[src/rtl/cipher_round_ctrl_pkg.sv]
// Shared types and constants for the AES-128 round controller.
// State enum, round count, key index type and round-constant table.
package cipher_round_ctrl_pkg;

  localparam int NR = 10;

  typedef logic [3:0] idx_t;

  typedef enum logic [2:0] {
    IDLE,
    KEYGEN,
    ARK,
    ROUND,
    OUT
  } state_t;

  localparam logic [7:0] RCON [0:NR] = '{
    8'h00, 8'h01, 8'h02, 8'h04,
    8'h08, 8'h10, 8'h20, 8'h40,
    8'h80, 8'h1b, 8'h36
  };

  function automatic logic [7:0] rcon_at(
    input idx_t i
  );
    if (i <= idx_t'(NR)) return RCON[i];
    return 8'h00;
  endfunction

endpackage

[src/rtl/cipher_round_ctrl_if.sv]
// Handshake and datapath-control bundle of the round controller.
// master = controller side, slave = upstream/downstream/datapath side.
interface cipher_round_ctrl_if;
  import cipher_round_ctrl_pkg::*;

  logic       in_valid;
  logic       in_ready;
  logic       key_new;
  logic       key_we;
  idx_t       key_sel;
  logic       ld_key;
  logic [7:0] rcon;
  idx_t       rnd_sel;
  logic       ld_state;
  logic       rnd_en;
  logic       final_rnd;
  logic       out_valid;
  logic       out_ready;

  modport master (
    input  in_valid, key_new, out_ready,
    output in_ready, key_we, key_sel,
    output ld_key, rcon, rnd_sel,
    output ld_state, rnd_en, final_rnd,
    output out_valid
  );

  modport slave (
    output in_valid, key_new, out_ready,
    input  in_ready, key_we, key_sel,
    input  ld_key, rcon, rnd_sel,
    input  ld_state, rnd_en, final_rnd,
    input  out_valid
  );

endinterface

[src/rtl/cipher_round_ctrl_cnt.sv]
// Key/round index counter shared by the KEYGEN and ROUND phases.
// Load, increment and terminal-count (index == NR) detect.
module cipher_round_ctrl_cnt
  import cipher_round_ctrl_pkg::*;
#(
  parameter int NR = cipher_round_ctrl_pkg::NR
) (
  input  logic clk,
  input  logic rst,
  input  logic ld,
  input  idx_t ld_val,
  input  logic inc,
  output idx_t cnt,
  output logic tc
);

  always_ff @(posedge clk) begin
    if (rst)      cnt <= '0;
    else if (ld)  cnt <= ld_val;
    else if (inc) cnt <= cnt + idx_t'(1);
  end

  assign tc = (cnt == idx_t'(NR));

endmodule

[src/rtl/cipher_round_ctrl.sv]
// AES-128 round controller: key expansion sequencing, initial
// AddRoundKey, NR cipher rounds and output hold.
module cipher_round_ctrl
  import cipher_round_ctrl_pkg::*;
#(
  parameter int NR = cipher_round_ctrl_pkg::NR
) (
  input  logic                  clk,
  input  logic                  rst,
  cipher_round_ctrl_if.master   bus
);

  state_t state;
  state_t nxt;
  logic   keys_valid;
  logic   kv_set;
  logic   cnt_ld;
  idx_t   cnt_val;
  logic   cnt_inc;
  idx_t   cnt;
  logic   tc;
  logic   run;

  cipher_round_ctrl_cnt #(
    .NR (NR)
  ) u_cnt (
    .clk    (clk),
    .rst    (rst),
    .ld     (cnt_ld),
    .ld_val (cnt_val),
    .inc    (cnt_inc),
    .cnt    (cnt),
    .tc     (tc)
  );

  always_ff @(posedge clk) begin
    if (rst) state <= IDLE;
    else     state <= nxt;
  end

  always_ff @(posedge clk) begin
    if (rst)         keys_valid <= 1'b0;
    else if (kv_set) keys_valid <= 1'b1;
  end

  always_comb begin
    nxt     = state;
    kv_set  = 1'b0;
    cnt_ld  = 1'b0;
    cnt_val = '0;
    cnt_inc = 1'b0;
    unique case (state)
      IDLE: begin
        if (bus.in_valid) begin
          cnt_ld = 1'b1;
          if (bus.key_new || !keys_valid)
            nxt = KEYGEN;
          else
            nxt = ARK;
        end
      end
      KEYGEN: begin
        if (tc) begin
          kv_set = 1'b1;
          nxt    = ARK;
        end else begin
          cnt_inc = 1'b1;
        end
      end
      ARK: begin
        // rounds index round keys 1..NR
        cnt_ld  = 1'b1;
        cnt_val = idx_t'(1);
        nxt     = ROUND;
      end
      ROUND: begin
        if (tc) nxt = OUT;
        else    cnt_inc = 1'b1;
      end
      OUT: begin
        if (bus.out_ready) nxt = IDLE;
      end
      default: nxt = IDLE;
    endcase
  end

  // every output is forced low while reset is held
  assign run = !rst;

  assign bus.in_ready  = run && (state == IDLE);
  assign bus.key_we    = run && (state == KEYGEN);
  assign bus.key_sel   = bus.key_we ? cnt : '0;
  assign bus.ld_key    = bus.key_we && (cnt == '0);
  assign bus.rcon      = bus.key_we ? rcon_at(cnt) : '0;
  assign bus.ld_state  = run && (state == ARK);
  assign bus.rnd_en    = run && (state == ROUND);
  assign bus.rnd_sel   = bus.rnd_en ? cnt : '0;
  assign bus.final_rnd = bus.rnd_en && tc;
  assign bus.out_valid = run && (state == OUT);

endmodule

[src/flat_wrapper.sv]
// flat-port wrapper written by rule: the top's interface ports become plain ports
module cipher_round_ctrl_flat import cipher_round_ctrl_pkg::*;
#(
  parameter int NR = cipher_round_ctrl_pkg::NR
)
  (clk, rst, bus_in_valid, bus_key_new, bus_out_ready, bus_in_ready, bus_key_we, bus_key_sel, bus_ld_key, bus_rcon, bus_rnd_sel, bus_ld_state, bus_rnd_en, bus_final_rnd, bus_out_valid);
  cipher_round_ctrl_if bus_i ();
  input  logic clk;
  input  logic rst;
  input wire logic [$bits(bus_i.in_valid)-1:0] bus_in_valid;
  input wire logic [$bits(bus_i.key_new)-1:0] bus_key_new;
  input wire logic [$bits(bus_i.out_ready)-1:0] bus_out_ready;
  output wire logic [$bits(bus_i.in_ready)-1:0] bus_in_ready;
  output wire logic [$bits(bus_i.key_we)-1:0] bus_key_we;
  output wire logic [$bits(bus_i.key_sel)-1:0] bus_key_sel;
  output wire logic [$bits(bus_i.ld_key)-1:0] bus_ld_key;
  output wire logic [$bits(bus_i.rcon)-1:0] bus_rcon;
  output wire logic [$bits(bus_i.rnd_sel)-1:0] bus_rnd_sel;
  output wire logic [$bits(bus_i.ld_state)-1:0] bus_ld_state;
  output wire logic [$bits(bus_i.rnd_en)-1:0] bus_rnd_en;
  output wire logic [$bits(bus_i.final_rnd)-1:0] bus_final_rnd;
  output wire logic [$bits(bus_i.out_valid)-1:0] bus_out_valid;
  assign bus_i.in_valid = bus_in_valid;
  assign bus_i.key_new = bus_key_new;
  assign bus_i.out_ready = bus_out_ready;
  assign bus_in_ready = bus_i.in_ready;
  assign bus_key_we = bus_i.key_we;
  assign bus_key_sel = bus_i.key_sel;
  assign bus_ld_key = bus_i.ld_key;
  assign bus_rcon = bus_i.rcon;
  assign bus_rnd_sel = bus_i.rnd_sel;
  assign bus_ld_state = bus_i.ld_state;
  assign bus_rnd_en = bus_i.rnd_en;
  assign bus_final_rnd = bus_i.final_rnd;
  assign bus_out_valid = bus_i.out_valid;
  cipher_round_ctrl #(.NR(NR)) u_core (.clk(clk), .rst(rst), .bus(bus_i));
endmodule
[config.mk]
export PLATFORM = sky130hd
export DESIGN_NAME = cipher_round_ctrl_flat
export DESIGN_NICKNAME = d
export VERILOG_FILES = /design/src/rtl/cipher_round_ctrl_pkg.sv /design/src/rtl/cipher_round_ctrl_if.sv /design/src/rtl/cipher_round_ctrl_cnt.sv /design/src/rtl/cipher_round_ctrl.sv /design/src/flat_wrapper.sv
export SDC_FILE = /design/constraint.sdc
export NUM_CORES = 1
export LEC_CHECK = 0
export BUFFER_PORTS_ARGS = -buffer_cell sky130_fd_sc_hd__buf_4
export CELL_PAD_IN_SITES_DETAIL_PLACEMENT = 1
export CELL_PAD_IN_SITES_GLOBAL_PLACEMENT = 1
export CORE_MARGIN = 2
export CORE_UTILIZATION = 38
export CTS_BUF_LIST = sky130_fd_sc_hd__clkbuf_8
export DETAILED_ROUTE_END_ITERATION = 8
export GPL_ROUTABILITY_DRIVEN = 1
export PLACE_DENSITY_LB_ADDON = 0.12
export SYNTH_ARGS = -nofsm -noshare
export SYNTH_HDL_FRONTEND = slang
export SYNTH_SLANG_ARGS = --single-unit
[constraint.sdc]
create_clock -name clk -period 4.27 [get_ports clk]
set_input_delay 0.2135 -clock clk [delete_from_list [all_inputs] [get_ports clk]]
set_output_delay 0.2135 -clock clk [all_outputs]
set_load 0.02 [all_outputs]
======== Word-level counts from Yosys, hierarchy flattened ========
Memories as Yosys holds them, arrays and structs flattened.
Cells that the tools add are included.
cells by class
  $add $sub $neg .......................... 1
  order comparisons ....................... 2
  eq/ne operators ......................... 9
  multiplexer cells ....................... 23
  bitwise operators ....................... 1
  reduce and logical (&&, ||, !) cells .... 15
operator list
  cell                                                             count
  8-bit 2-to-1 mux                                                 5
  4-bit 2-to-1 mux                                                 4
  3-bit one-hot mux with 5 select lines                            1
  3-bit 2-to-1 mux                                                 4
  1-bit logical AND                                                7
  1-bit 2-to-1 mux                                                 7
  3-bit by 2-bit == test with 1-bit output, second input constant  2
  5-bit >= comparator, second input constant                       1
  4-bit inverter with 5-bit output                                 1
  4-bit by 1-bit adder with 4-bit output, second input constant    1
  4-bit == test, second input constant                             1
  4-bit <= comparator, second input constant                       1
  4-bit zero test                                                  1
  2-bit by 1-bit != test with 1-bit output, second input constant  2
  2-bit != test, second input constant                             2
  4-bit AND reduction                                              1
  3-bit by 1-bit == test with 1-bit output, second input constant  1
  3-bit == test, second input constant                             1
  3-bit zero test                                                  1
  1-bit zero test                                                  2
  2-bit 2-to-1 mux                                                 1
  1-bit one-hot mux with 2 select lines                            1
  2-bit nonzero test                                               1
  2-bit OR reduction                                               1
  1-bit logical OR                                                 1
storage, ports and cells
  register bits after elaboration ......... 8
  ROM bits ................................ 128
  input port bits ......................... 5
  output and inout port bits .............. 23
  word-level logic and storage cells ...... 55
  memories kept ........................... 1
memory list
  memory            depth  width  rd ports  clocked after memory_dff  write ports  RTL line                     RTL
  (name not given)  16     8      1         0                         0            cipher_round_ctrl_pkg.sv:26  if (i <= idx_t'(NR)) return RCON[i];

======== Depth between registers and ports, before layout ========
  depth in word-level cells ............... 7
  depth in mapped cells ................... 5
  gate-level depth less buffers ........... 5

======== By module ========
Synthesis repeated with hierarchy kept, for this count alone.
unflattened totals
  cell total of the unflattened synthesis .. 106
  area, all modules ....................... 703.2 um^2
by module, submodules not included
  module                 instances  cells an instance  area each (um^2)  seq. area each (um^2)
  cipher_round_ctrl      1          79                 475.5             80.1
  cipher_round_ctrl_cnt  1          27                 227.7             80.1

======== Worst setup path before layout ========
No wires, ideal clock.
  kind .................................... register to output
  from .................................... register u_core.u_cnt.cnt[0]
  to ...................................... output bus_rcon[0]
  arrival time ............................ 1.538 ns
  required time ........................... 4.056 ns
  slack ................................... 2.519 ns
  cell stages (with the launch flop) ...... 6
  path through ............................ dfxtp_1 > inv_1 > ha_1 > nand2b_1 > a21oi_1 > nor4_1
between the ends
  longest elaborated chain between the ends .. 7
  elaborated cells between the ends (all ways) .. 9
ends and longest elaborated chain
  item                                                    RTL line                     RTL
  from (decl)                                             cipher_round_ctrl_cnt.sv:13  output idx_t cnt,
  from (signal assigned)                                  cipher_round_ctrl_cnt.sv:19  else if (ld) cnt <= ld_val;
  from (signal assigned)                                  cipher_round_ctrl_cnt.sv:20  else if (inc) cnt <= cnt + idx_t'(1);
  4-bit inverter with 5-bit output (not written as such)  cipher_round_ctrl_pkg.sv:26
  memory read 16 x 8 bit                                  n/a
  8-bit 2-to-1 mux (not written as such) (2 in a row)     cipher_round_ctrl_pkg.sv:26
  8-bit 2-to-1 mux                                        cipher_round_ctrl_pkg.sv:26
  8-bit 2-to-1 mux (*)                                    cipher_round_ctrl_pkg.sv:27  return 8'h00;
  8-bit 2-to-1 mux (*)                                    cipher_round_ctrl.sv:94      assign bus.rcon = bus.key_we ? rcon_at(cnt) : '0;
  to (decl)                                               flat_wrapper.sv:17           output wire logic [$bits(bus_i.rcon)-1:0] bus_rcon;
Every way passes the cells marked *; elsewhere a longest branch is shown, timed or not. The select of a mux whose other input is x is not followed.

======== Worst setup path in the final report ========
  from .................................... register u_core.u_cnt.cnt[0]
  to ...................................... output bus_rcon[1]
Same word-level chain as after synthesis.

==> flow_metrics.tcl <==
set metrics [dict create \
    yosysWarnings 0 \
    cts.sinks 8 \
    drc_errors 0 \
    n_antenna_cell 0 \
    die_area_um2 2350 \
    antenna_left 0 \
    holdBufCountCts 0 \
    core_area_um2 1920 \
    synth.avg_cell_area_um2 7.53 \
    first_pass_iters 4 \
    synth_cells 100 \
    synth_ff_type "dfxtp_1" \
    endpoint_kind "output port" \
    drv_slew 0 \
    synth_nets 112 \
    gp_congestion 0.843 \
    async_flop_share_pct 0 \
    synth_top_cells_by_area "dfxtp_1 (21%), ha_1 (12%), nor2_1 (7.0%), nor2b_1 (4.2%), nor3_1 (4.0%)" \
    rows 16 \
    highest_layer "met4" \
    ys_types 41 \
    root_buffer "clkbuf_8" \
    powerDensity_nw_per_um2 340 \
    clock_latency_ps 230 \
    io_buffers 27 \
    fin_setup_tns_ps 0 \
    wl_met1_um 1010 \
    layout_commonest_cell "buf_4" \
    rsz0062_at_grt "no" \
    synth_top_area_share_pct 21.3 \
    cts_tree "done" \
    clk_pin_slew_ps 40 \
    finalInstanceArea_um2 997 \
    htree_levels 1 \
    period_share_pct 50.9 \
    slew_headroom_pct 67.8 \
    post_cts_buffers 0 \
    multiInputGateArea_um2 529 \
    synth_edf_count 0 \
    crit_path_max_fanout 6 \
    io_pins 28 \
    postPlaceCellArea_um2 956 \
    ir_drop_mv 0.304 \
    worstMarginPinSlew_ps 481 \
    n_fill_cell 268 \
    cp-start-kind "flip-flop" \
    grt_overflow_total 0 \
    numCtsBuffers 3 \
    worst_ep_required_time_ps 4060 \
    grt_max_degree 14 \
    worstPathArrival_ps 1960 \
    synth_largest_area_cell "dfxtp_1" \
    fp.dieH_um 48.5 \
    finalSetupViolCount 0 \
    routed_wirelength_um 2190 \
    grt_pass1_vias 777 \
    layout-drive-gt1-share_pct 30.4 \
    pre_cts_slack_ps 2330 \
    track_usage_pct 20.1 \
    yosysSeqAreaShare_pct 21.3 \
    syn_area_um2 753 \
    hpwl_um 1740 \
    finalHoldViolations 0 \
    drt_iter0_drc 11 \
    p_leak_nw 0.436 \
    fmax_ghz 0.460 \
    clock_path_buffers 2 \
    cts-resized-gates 0 \
    hold_slack_ps 249 \
    seq_area_um2 160 \
    outcome "completed" \
    die_w_um 48.5 \
    crit_type "flip-flop to output port" \
    max_cap_violations 0 \
    final_nets 139 \
    skew_ps 0.774 \
    vias 813 \
    fin_ws_ps 2100 \
    final_cell_mix "buf_4 (27), nor2_1 (14), dfxtp_1 (8), inv_1 (7), ha_1 (7)" \
    antenna_found_initial 0 \
    route.met2.wl_um 1080 \
    synth-seq-cells 8 \
    via_per_inst 5.35 \
    fin_crit_ps 2170 \
    grt_first_pass_wirelength_um 3730 \
    syn_to_final_growth_pct 32.4 \
    start_util_pct 39.2 \
    route.met3.wl_um 81 \
    hold_class "primary input to flip-flop" \
    wl_per_cell_um 14.4 \
]
[layout make-up]
type	count	share of cell area (%)
tap	27	3.39
multi-input combinational	79	53.1
clock buffer	3	4.14
timing repair buffer	27	20.3
inverter	8	3.01
sequential	8	16.1
[flip-flops by register name, summed over array words and instances, names as in the netlist]
name / flops
u_core.keys_valid: 1
u_core.u_cnt.cnt: 4
u_core.state: 3
[routing by layer]
layer / vias to the layer above / track usage, %
met5: - / 0
met1: 386 / 26.1
met3: 4 / 3.09
met2: 17 / 34.0
met4: 0 / 7.14
li1: 406 / -
[cell usage after synthesis, drive strengths merged, types with 2 or more instances]
master  count
nor2       15
dfxtp       8
inv         8
ha          7
nor3        6
a21oi       5
buf         5
nand2       5
nor2b       5
a211oi      3
nand2b      3
and3b       2
nand3       2
nand3b      2
nor4        2
o21ai       2
o31ai       2
or2         2
[power breakdown]
part	switching (W)	internal [W]	total (W)
logic	0.0000801	0.0000576	0.000138
clock network	0.0000283	0.0000609	0.0000892
registers	0.0000259	0.0000859	0.000112
total	0.000134	0.000204	0.000339
[final timing paths]
check                                                       from                          endpoint  slack, ps  depth (start not counted)
worst min-delay path                                         rst      u_core.state[0]$_SDFFE_PP0P_        250                          2
worst min register to register    u_core.keys_valid$_SDFFE_PP0P_    u_core.keys_valid$_SDFFE_PP0P_        510                          2
worst max-delay path            u_core.u_cnt.cnt[0]$_SDFFE_PP0P_                       bus_rcon[1]       2100                          6
worst max register to register  u_core.u_cnt.cnt[0]$_SDFFE_PP0P_  u_core.u_cnt.cnt[2]$_SDFFE_PP0P_       2600                          5
[through the flow]
| step | instances | total power [W] | util (%) |
|---|---|---|---|
| 6_report | 152 | 0.000339 | 51.9 |
| 5_1_grt | 152 | 0.000366 | 51.9 |
| 4_1_cts | 152 | 0.000343 | 51.9 |
| 3_5_place_dp | 149 | 0.000250 | 49.7 |
| 3_3_place_gp | 149 | 0.000244 | 49.7 |
| 2_1_floorplan | 100 | 0.000212 | - |
[critical path, cell delays in order, from the launching register on]
cell      delay (ps)
dfxtp_1          440
inv_1            160
ha_1             270
nand2b_1         150
a21oi_1          410
nor3_1           120
buf_4            180
[cell families (layout without fill, tap and decap cells)]
| family | after synthesis | after routing | share of synthesized area, % |
|---|---|---|---|
| flip-flops | 8 | 8 | 21.3 |
| AND/OR/NAND/NOR | 50 | 50 | 37.5 |
| buffers and inverters | 13 | 38 | 8.47 |
| multiplexers | 1 | 1 | 1.33 |
| AO/OA/AOI/OAI | 21 | 21 | 19.8 |
| adder cells (fa/ha/maj) | 7 | 7 | 11.6 |
Power figures use the tool's default switching activity.
